===== config.mk =====
export PLATFORM = sky130hd
export DESIGN_NAME = adder_share_arb
export DESIGN_NICKNAME = d
export VERILOG_FILES = /design/src/rtl/adder_share_arb.sv
export SDC_FILE = /design/constraint.sdc
export NUM_CORES = 1
export LEC_CHECK = 0
export BUFFER_PORTS_ARGS = -buffer_cell sky130_fd_sc_hd__buf_2
export CAP_MARGIN = 20
export CORE_AREA = 2 2 232 234
export DETAILED_ROUTE_END_ITERATION = 6
export DIE_AREA = 0 0 234 236
export PLACE_DENSITY = 0.4
export SETUP_SLACK_MARGIN = 0.05
export SYNTH_ARGS = -nofsm -noshare
export SYNTH_HDL_FRONTEND = slang
export SYNTH_SLANG_ARGS = --single-unit

===== constraint.sdc =====
create_clock -name clk -period 8.9 [get_ports clk]
set_input_delay 0.445 -clock clk [delete_from_list [all_inputs] [get_ports clk]]
set_output_delay 0.445 -clock clk [all_outputs]
set_load 0.01 [all_outputs]

===== src/rtl/adder_share_arb.sv =====
// Round-robin arbiter that time-shares one 64-bit carry-select adder among NREQ
// requesters and returns each result through a single registered response slot.
module adder_64 (
    input  logic [63:0] a,
    input  logic [63:0] b,
    output logic [63:0] sum
);
    logic [3:0] carry;

    assign carry[0] = 1'b0;

    genvar gi;
    generate
        for (gi = 0; gi < 4; gi++) begin : g_grp
            if (gi < 3) begin : g_sel
                logic [16:0] s0;
                logic [16:0] s1;
                assign s0 = {1'b0, a[16*gi +: 16]} + {1'b0, b[16*gi +: 16]};
                assign s1 = {1'b0, a[16*gi +: 16]} + {1'b0, b[16*gi +: 16]} + 17'd1;
                assign sum[16*gi +: 16] = carry[gi] ? s1[15:0] : s0[15:0];
                assign carry[gi+1]      = carry[gi] ? s1[16]    : s0[16];
            end else begin : g_top
                // Top group has no carry out to forward.
                logic [15:0] s0;
                logic [15:0] s1;
                assign s0 = a[16*gi +: 16] + b[16*gi +: 16];
                assign s1 = a[16*gi +: 16] + b[16*gi +: 16] + 16'd1;
                assign sum[16*gi +: 16] = carry[gi] ? s1 : s0;
            end
        end
    endgenerate
endmodule

module adder_share_arb #(
    parameter int NREQ = 4,
    parameter int IDW  = 2
) (
    input  logic                 clk,
    input  logic                 reset,
    input  logic [NREQ-1:0]      req_valid,
    input  logic [64*NREQ-1:0]   req_a,
    input  logic [64*NREQ-1:0]   req_b,
    output logic [NREQ-1:0]      req_ready,
    output logic                 resp_valid,
    input  logic                 resp_ready,
    output logic [IDW-1:0]       resp_id,
    output logic [63:0]          resp_sum,
    output logic                 resp_cout,
    output logic                 resp_ovf
);
    localparam logic ST_EMPTY = 1'b0;
    localparam logic ST_FULL  = 1'b1;

    logic           state_reg;
    logic [IDW-1:0] rr_ptr_reg;
    logic [IDW-1:0] resp_id_reg;
    logic [63:0]    resp_sum_reg;
    logic           resp_cout_reg;
    logic           resp_ovf_reg;

    logic           can_accept;
    logic           grant_found;
    logic [IDW-1:0] grant_id;
    logic [IDW-1:0] rr_ptr_next;
    logic           accept;
    logic [63:0]    sel_a;
    logic [63:0]    sel_b;
    logic [63:0]    add_sum;
    logic           c63;
    logic           cout_next;
    logic           ovf_next;

    assign can_accept = !reset && ((state_reg == ST_EMPTY) || resp_ready);

    // Search from rr_ptr upward, wrapping, for the first valid requester.
    always_comb begin
        int idx;
        grant_found = 1'b0;
        grant_id    = '0;
        idx         = 0;
        for (int k = 0; k < NREQ; k++) begin
            idx = int'(rr_ptr_reg) + k;
            if (idx >= NREQ) idx = idx - NREQ;
            if (!grant_found && req_valid[idx]) begin
                grant_found = 1'b1;
                grant_id    = IDW'(idx);
            end
        end
    end

    genvar gi;
    generate
        for (gi = 0; gi < NREQ; gi++) begin : g_ready
            assign req_ready[gi] = can_accept && grant_found && (grant_id == IDW'(gi));
        end
    endgenerate

    assign accept = |req_ready;

    always_comb begin
        sel_a = '0;
        sel_b = '0;
        for (int k = 0; k < NREQ; k++) begin
            if (grant_id == IDW'(k)) begin
                sel_a = req_a[64*k +: 64];
                sel_b = req_b[64*k +: 64];
            end
        end
    end

    adder_64 u_adder (
        .a   (sel_a),
        .b   (sel_b),
        .sum (add_sum)
    );

    // Carry into bit 63 recovered from the sum, then the MSB full-adder carry.
    assign c63       = add_sum[63] ^ sel_a[63] ^ sel_b[63];
    assign cout_next = (sel_a[63] & sel_b[63]) | (c63 & (sel_a[63] ^ sel_b[63]));
    assign ovf_next  = (sel_a[63] == sel_b[63]) && (add_sum[63] != sel_a[63]);

    assign rr_ptr_next = (grant_id == IDW'(NREQ - 1)) ? '0 : grant_id + IDW'(1);

    always_ff @(posedge clk) begin
        if (reset) begin
            state_reg     <= ST_EMPTY;
            rr_ptr_reg    <= '0;
            resp_id_reg   <= '0;
            resp_sum_reg  <= '0;
            resp_cout_reg <= 1'b0;
            resp_ovf_reg  <= 1'b0;
        end else if (accept) begin
            state_reg     <= ST_FULL;
            rr_ptr_reg    <= rr_ptr_next;
            resp_id_reg   <= grant_id;
            resp_sum_reg  <= add_sum;
            resp_cout_reg <= cout_next;
            resp_ovf_reg  <= ovf_next;
        end else if (resp_ready) begin
            state_reg <= ST_EMPTY;
        end
    end

    assign resp_valid = (state_reg == ST_FULL);
    assign resp_id    = resp_id_reg;
    assign resp_sum   = resp_sum_reg;
    assign resp_cout  = resp_cout_reg;
    assign resp_ovf   = resp_ovf_reg;
endmodule


# Word level (Yosys, flattened, before mapping)
# Index checks and enable logic that the tools add are counted.
classes:
  muxes: 40
  bitwise: 7
  n_eq_ne: 5
  magnitude_cmp: 8
  n_reduce_logical: 18
  n_addsub: 15
op_table:
  columns: ["cell", "count"]
  rows:
  - ["2-to-1 mux 64 bit", 8]
  - ["< comparator 32 x 4 -> 1 bit (second input constant)", 4]
  - ["2-to-1 mux 32 bit", 4]
  - ["adder 16 x 16 -> 17 bit", 3]
  - ["2-to-1 mux 16 bit", 3]
  - ["adder 17 x 1 -> 17 bit (second input constant)", 2]
  - ["adder 16 x 1 -> 16 bit (second input constant)", 1]
  - ["adder 16 bit", 1]
  - ["2-to-1 mux 1 bit", 16]
  - ["subtractor 3 x 3 -> 4 bit (second input constant)", 3]
  - ["logical AND 1 bit", 10]
  - ["2-to-1 mux 2 bit", 5]
  - ["greater-or-equal comparator 3 bit (second input constant)", 3]
  - ["binary-select mux 1 bit (select 2 bit)", 4]
  - ["adder 2 x 2 -> 3 bit (second input constant)", 2]
  - ["== test 2 bit (second input constant)", 2]
  - ["logical NOT 1 bit", 4]
  - ["OR reduction 4 bit", 1]
  - ["subtractor 2 x 3 -> 4 bit (second input constant)", 1]
  - ["adder 2 x 1 -> 3 bit (second input constant)", 1]
  - ["greater-or-equal comparator 2 x 3 -> 1 bit (second input constant)", 1]
  - ["XOR 1 bit", 3]
  - ["adder 2 x 1 -> 2 bit (second input constant)", 1]
  - ["AND 1 bit", 2]
  - ["other kinds (8)", 8]
totals:
  elab_cells: 99
  register_bits: 71

# Logic depth before layout (Yosys ltp)
# Gate-level depths: netlist of the first run.
logic_depth:
  depth_word: 29
  mapped_depth: 31
  ltp_nobuf: 27

# By module
# A second synthesis of the first run with hierarchy kept.
unflattened:
  hier_cells: 1532
  area_unflattened_um2: 10543.9
modules_own_cells:
  columns: ["module", "cells_per_inst", "area_per_inst_um2", "n_inst"]
  rows:
  - ["adder_share_arb", 938, 6374.9, 1]
  - ["adder_64", 594, 4169.0, 1]

# Least setup slack after synthesis of the first run
# No wires, ideal clock.
synth_timing:
  kind: "flip-flop to flip-flop"
  from: "register rr_ptr_reg[1]"
  to: "register resp_sum_reg[56], in the netlist resp_sum[56]"
  n_path_buf: 4
  synth_period_minus_slack_ps: 5845
  path_slack_ps: 3055
  path_stages_with_launch: 30
  setup_time_ps: 86
  t_arrival_ps: 5760
  cell_sequence: "dfxtp_1 -> nand2b_1 -> a21oi_1 -> a31oi_1 -> o21ai_0 -> inv_1 -> ha_1 -> clkbuf_1 -> clkbuf_1 -> buf_1 -> a21oi_1 -> nor2_1 -> a21oi_1 -> o21ai_0 -> ha_1 -> inv_1 -> fa_1 -> nand2b_1 -> a21oi_1 -> o32ai_1 -> nor3_2 -> nand4_4 -> nor4_2 -> and4_1 -> a31oi_1 -> or2_1 -> buf_6 -> nor4_1 -> xor2_1 -> a211oi_1"
synth_between:
  elab_chain_cells: 25
  elab_cells_between_ends: 69
  cone_classes: "add/sub: 14; order compare: 4; eq/ne: 3; mux: 35; reduce/logical: 13"
synth_lines:
  columns: ["item", "line", "rtl"]
  rows:
  - ["start, declared", "55", "logic [IDW-1:0] rr_ptr_reg;"]
  - ["start signal, assigned", "134", "rr_ptr_reg <= rr_ptr_next;"]
  - ["parallel branches: the longest is 14 deep, another holds subtractor 3 x 3 -> 4 bit", null, null]
  - ["2-to-1 mux 2 bit *", "84", "if (!grant_found && req_valid[idx]) begin"]
  - ["via grant_id[0]", "63", "logic [IDW-1:0] grant_id;"]
  - ["logical NOT 2 bit", "94, 104", null]
  - ["2-to-1 mux 64 bit (4 in series)", "104", "if (grant_id == IDW'(k)) begin"]
  - ["adder 16 x 16 -> 17 bit", "18, 19", null]
  - ["adder 17 x 1 -> 17 bit", "19", "assign s1 = {1'b0, a[16*gi +: 16]} + {1'b0, b[16*gi +: 16]} + 17'd1;"]
  - ["2-to-1 mux 1 bit (2 in series)", "21", "assign carry[gi+1] = carry[gi] ? s1[16] : s0[16];"]
  - ["2-to-1 mux 16 bit", "28", "assign sum[16*gi +: 16] = carry[gi] ? s1 : s0;"]
  - ["end signal, assigned", "136", "resp_sum_reg <= add_sum;"]
  - ["end, declared", "57", "logic [63:0] resp_sum_reg;"]
# Mark *: on every way through the listed nets, which the timed path passes. The select of a mux whose other input is x is not followed.
# A chain may end at the register's enable or synchronous reset.

# Worst setup path after layout of the first run
# Same ends and word-level chain as after synthesis.

==> results of run 1 <==
==> final timing paths <==
path                 start           end  cells past startpoint
min reg2reg   resp_sum[33]  resp_sum[33]                      2
max          rr_ptr_reg[1]  resp_sum[56]                     24
min             resp_ready    resp_valid                      4
max reg2reg  rr_ptr_reg[1]  resp_sum[56]                     24
==> layout make-up <==
class                           count  area (um2)
Clock buffer                       11         253
Clock inverter                      4        77.6
Fill cell                        6145       38500
Inverter                           29         109
Multi-Input combinational cell   1585        8770
Sequential cell                    71        1420
Tap cell                          696         871
Timing Repair Buffer              605        3110
==> through the flow <==
| stage | util [%] | setup WS [ps] | instance area, um2 | hold slack, ps | std cells |
|---|---|---|---|---|---|
| after floorplan | - | 3050 | 10700 | 467 | 1810 |
| after global placement | 26.9 | 1620 | 14300 | 441 | 2986 |
| after detailed placement | 26.9 | 1590 | 14300 | 445 | 2986 |
| after CTS | 27.5 | 1730 | 14600 | 405 | 3001 |
| after global routing | 27.5 | 1010 | 14600 | 472 | 3001 |
| final | 27.5 | 1730 | 14600 | 417 | 3001 |
==> cell usage in the layout (no fill, tap or decap), types with 3 or more instances in the layout <==
master,netlist,layout
a211oi_1,40,40
a21o_1,20,20
a21oi_1,331,331
a31oi_1,9,9
and2_1,12,12
and3_1,6,6
and4_1,6,6
buf_12,0,4
buf_2,0,591
buf_4,0,10
clkbuf_16,0,9
dfxtp_1,71,71
fa_1,4,4
ha_1,70,66
ha_4,0,4
inv_1,29,29
mux2i_1,4,4
nand2_1,316,316
nand2b_1,6,6
nand3_1,25,25
nand4_1,9,9
nor2_1,340,340
nor2b_1,7,7
nor3_1,19,19
nor3_2,5,5
nor4_1,9,8
o211ai_1,6,6
o21a_1,10,10
o21ai_0,163,163
o21ai_1,4,4
o21bai_1,11,11
or2_2,3,3
or3_1,5,5
xnor2_1,59,59
xor2_1,30,30
==> worst max-delay path: cells and delay by family (launching register included) <==
kind | cells | cell delay, ps
xor+xnor | 1 | 120
simple gates | 6 | 1810
mux | 1 | 90
fa+ha+maj | 3 | 850
flops | 1 | 410
buf+inv | 2 | 490
compound gates | 11 | 3160
==> logic make-up after synthesis <==
group / Yosys count / share of synthesized area, %
simple gates: 786 / 31.1
mux: 4 / 0.373
flops: 71 / 13.2
fa+ha+maj: 74 / 8.91
buf+inv: 154 / 5.53
compound gates: 631 / 33.4
xor+xnor: 90 / 7.42
==> power breakdown <==
part | internal [mW] | switching, mW
Combinational | 1.48 | 2.52
Clock | 0.261 | 0.152
Sequential | 0.463 | 0.0774
Total | 2.20 | 2.75
==> layer usage <==
layer	vias to the layer above	track usage [%]	part of all wire, %
li1	7274	-	-
met1	6367	24.1	45
met2	314	34.0	50
met3	15	3.17	4.9
met4	2	2.03	0.47
met5	-	0	0.024
==> impl_metrics.env, run 1 <==
export IMPL_hold_violations=0
export IMPL_r2r_slack_ps=1730
export IMPL_yosysSeqAreaShare_pct=13.2
export IMPL_power_density_mw_per_mm2=339
export IMPL_clk_insertion_delay_late_ps=350
export IMPL_synth_top_area_share_pct=15.4
export IMPL_outcome="finished clean"
export IMPL_area_growth_pct=36.3
export IMPL_rsz0062_at_grt="no"
export IMPL_hold_class="in -> reg"
export IMPL_synthFlopType="dfxtp_1"
export IMPL_core_area_mm2=0.0531
export IMPL_finalClockSkew_ps=11.8
export IMPL_grt_use_total_pct=18.9
export IMPL_min_period_ps=7170
export IMPL_row_count=85
export IMPL_worst_pin_slew_ps=831
export IMPL_synth_area_leader_cell="a21oi_1"
export IMPL_synth_fp_nets=2403
export IMPL_die_x_um=234
export IMPL_via_per_inst=4.66
export IMPL_drtPass1Iterations=5
export IMPL_detail_route_wl_per_cell_um=18.1
export IMPL_grt_pass1_vias=13700
export IMPL_avgSynthCellArea_um2=5.93
export IMPL_min_period_over_period_pct=80.5
export IMPL_maxCapViolCount=0
export IMPL_clockBufferDepth=2
export IMPL_gp_congestion=0.883
export IMPL_antenna_cells=0
export IMPL_htreeDepth=3
export IMPL_synth_common_cells="nor2_1, a21oi_1, nand2_1"
export IMPL_grt_antenna_before_repair=1
export IMPL_drc=0
export IMPL_route_final_wire_length_mm=54.2
export IMPL_cp_data_required_time_ps=9170
export IMPL_max_freq_ghz=0.140
export IMPL_clockRootBuffer="clkbuf_16"
export IMPL_grt_pass1_wl_mm=80.8
export IMPL_crit_type="reg -> reg"
export IMPL_post_cts_buffers=0
export IMPL_netlist_area_mm2=0.0107
export IMPL_clock_sinks=71
export IMPL_ctsHoldBuffers=0
export IMPL_yosys_warnings=0
export IMPL_netlist_instances=1810
export IMPL_num_nets_final=2894
export IMPL_tns_ps=0
export IMPL_ys_types=76
export IMPL_ir_drop_mv=0.112
export IMPL_synth_edf_count=0
export IMPL_die_area_mm2=0.0552
export IMPL_cts_tree="built"
export IMPL_path_common_cell="o21ai_0"
export IMPL_drive_gt1_share_pct=28.4
export IMPL_cp_slowest_stage_delay_ps=650
export IMPL_via_count=14000
export IMPL_startpoint_type="register"
export IMPL_cp_end_kind="register"
export IMPL_start_util_pct=20.2
export IMPL_ios=592
export IMPL_gr_total_overflow=0
export IMPL_grt_max_degree=143
export IMPL_crit_path_top_delay_cell="o21ai_0"
export IMPL_ys_ff_latch=71
export IMPL_io_buffers=591
export IMPL_die_y_um=236
export IMPL_crit_fanout=129
export IMPL_yosysMostFrequentCell="nor2_1"
export IMPL_cts_repair_resized=0
export IMPL_critPathArrivalTime_ps=7440
export IMPL_drv_slew=0
export IMPL_hpwl_mm=45.1
export IMPL_power_leakage_nw=6.87
export IMPL_setup_viol=0
export IMPL_first_iter_violations=684
export IMPL_cts_made_buffers=9
export IMPL_crit_chain="mux2i_1, o21ai_0, inv_1, ha_4, buf_12, nor2_1, a21oi_1, nor2_1, a21oi_1, o21ai_0, ha_1, fa_1, a211oi_1, o21ai_1, a31oi_1, a211o_4, nor3_4, nand4_1, o21ai_0, a31oi_1, or2_1, nor4_1, xor2_1, a211oi_1"
export IMPL_synthArstFlopShare_pct=0
export IMPL_finalPower_mw=4.95
export IMPL_max_slew_margin_pct=44.0
export IMPL_synth_area_leaders="a21oi_1, dfxtp_1, nor2_1"
export IMPL_ant_nets=0
export IMPL_clkTransAtPathRegs_ps=70
export IMPL_largest_reg_flops=64
Note: power is estimated with default switching activity, not from simulation.
==> run 2: changes to the inputs <==
Settings changed: ABC_AREA from default to 1, CORE_AREA 2 2 232 234 to 2 2 231 233, DIE_AREA 0 0 234 236 to 0 0 233 235, PLACE_DENSITY 0.4 to 0.44.
Clock period 8.9 ns to 5.9 ns, I/O delays scaled along.
==> impl_metrics.env, run 2 <==
export IMPL_cts_made_buffers=9
export IMPL_filler_cell_count=5919
export IMPL_synth_common_cells="nand2_1, nor2_1, inv_1"
export IMPL_whs_ps=267
export IMPL_num_nets_final=3156
export IMPL_hold_violations=0
export IMPL_drv_slew=0
export IMPL_clockRootBuffer="clkbuf_16"
export IMPL_hold_class="in -> reg"
export IMPL_yosysMostFrequentCell="nand2_1"
export IMPL_drc=0
export IMPL_synthArstFlopShare_pct=0
export IMPL_detail_route_wl_per_cell_um=17.5
export IMPL_clockBufferDepth=2
export IMPL_worst_pin_slew_ps=869
export IMPL_cts_tree="built"
export IMPL_netlist_instances=2011
export IMPL_via_count=15300
export IMPL_gp_congestion=0.873
export IMPL_htreeDepth=3
export IMPL_rsz0062_at_grt="no"
export IMPL_gr_total_overflow=0
export IMPL_grt_pass1_wl_mm=84.3
export IMPL_synth_fp_nets=2604
export IMPL_final_cell_mix="buf_2, nand2_1, nor2_1"
export IMPL_grt_antenna_before_repair=3
export IMPL_route_final_wire_length_mm=56.9
export IMPL_synth_area_leader_cell="nand2_1"
export IMPL_area_growth_pct=37.9
export IMPL_crit_fanout=31
export IMPL_crit_path_top_delay_cell="fa_1"
export IMPL_netlist_area_mm2=0.0116
export IMPL_cp_slowest_stage_delay_ps=460
export IMPL_yosysSeqAreaShare_pct=12.2
export IMPL_cp_end_kind="register"
export IMPL_critPathArrivalTime_ps=5560
export IMPL_maxCapViolCount=0
export IMPL_avgSynthCellArea_um2=5.79
export IMPL_die_area_mm2=0.0548
export IMPL_final_common_cell="buf_2"
export IMPL_clkTransAtPathRegs_ps=60
export IMPL_tns_ps=0
export IMPL_first_iter_violations=781
export IMPL_die_y_um=235
export IMPL_largest_reg_flops=64
export IMPL_r2r_slack_ps=570
export IMPL_min_period_over_period_pct=90.3
export IMPL_crit_type="reg -> reg"
export IMPL_synth_edf_count=0
export IMPL_max_slew_margin_pct=42.0
export IMPL_cp_data_required_time_ps=6140
export IMPL_row_count=84
export IMPL_via_per_inst=4.69
export IMPL_core_area_mm2=0.0522
export IMPL_path_common_cell="nand3_1"
export IMPL_ys_types=58
export IMPL_startpoint_type="register"
export IMPL_synth_top_area_share_pct=16.4
export IMPL_synthFlopType="dfxtp_1"
export IMPL_ant_nets=0
export IMPL_grt_max_degree=85
export IMPL_die_x_um=233
export IMPL_ctsHoldBuffers=0
export IMPL_io_buffers=591
export IMPL_drtPass1Iterations=5
export IMPL_setup_viol=0
export IMPL_start_util_pct=22.3
export IMPL_outcome="finished clean"
export IMPL_drive_gt1_share_pct=30.5
export IMPL_max_freq_ghz=0.188
export IMPL_synth_area_leaders="nand2_1, dfxtp_1, nor2_1"
export IMPL_clock_sinks=71
export IMPL_yosys_warnings=0
export IMPL_hpwl_mm=47.6
export IMPL_finalClockSkew_ps=9.58
export IMPL_clk_insertion_delay_late_ps=340
export IMPL_grt_pass1_vias=14800
export IMPL_min_period_ps=5330
export IMPL_ios=592
export IMPL_ys_ff_latch=71
export IMPL_grt_use_total_pct=19.8
==> run 2: repair_timing <==
item                       CTS  global route
buffers inserted             0             7
setup endpoints to repair    0            40
resized for setup            0            32
==> run 2: logic make-up after synthesis <==
kind of cell             count (synthesis)  synth area share (%)
multiplexers                             2                 0.172
flip-flops                              71                  12.2
XOR/XNOR                                57                  4.42
AND/OR/NAND/NOR                        952                  35.7
buffers and inverters                  346                  11.9
adder cells (fa/ha/maj)                 74                  8.22
AO/OA/AOI/OAI                          509                  27.4
==> run 2: through the flow <==
step / cells / worst slack [ps] / util (%) / cell area [um2]
finish: 3258 / 573 / 30.7 / 16000
CTS: 3247 / 143 / 30.3 / 15800
global placement: 3232 / 203 / 29.8 / 15600
floorplan: 2011 / 386 / - / 11600
detailed placement: 3232 / 158 / 29.8 / 15600
global route: 3257 / 61.3 / 30.7 / 16000
==> run 2: final timing paths <==
check	endpoint	depth (start not counted)	start
max	resp_sum[63]	39	rr_ptr_reg[0]
min	resp_cout	2	reset
max reg2reg	resp_sum[63]	39	rr_ptr_reg[0]
min reg2reg	resp_cout	2	resp_cout
==> run 2: area by class of cell <==
cell class,count,area [um2],area share (%)
inverter,235,902,5.62
clock buffer,11,243,1.51
sequential,71,1430,8.88
tap,688,861,5.36
multi-input combinational,1594,8970,55.9
timing repair buffer,652,3610,22.5
clock inverter,4,22.5,0.140
antenna,3,7.51,0.0468
==> run 2: layer usage <==
metal	vias to the layer above	global-route usage, %	part of all wire, %
met5	-	0	0
met4	0	4.52	1.9
met3	47	2.77	5.1
met2	397	33.1	47
met1	6991	26.6	46
li1	7843	-	-
==> run 2: critical path, delay by kind of cell (launching register included) <==
kind            cells  cell delay, ps
fa+ha+maj           3             870
flops               1             390
compound gates      8             980
simple gates       21            2000
buf+inv             7             900
Power of run 2 is left out: the tool's default activity adds up to more than one toggle a clock period on the data nets, which glitch-free logic cannot reach.
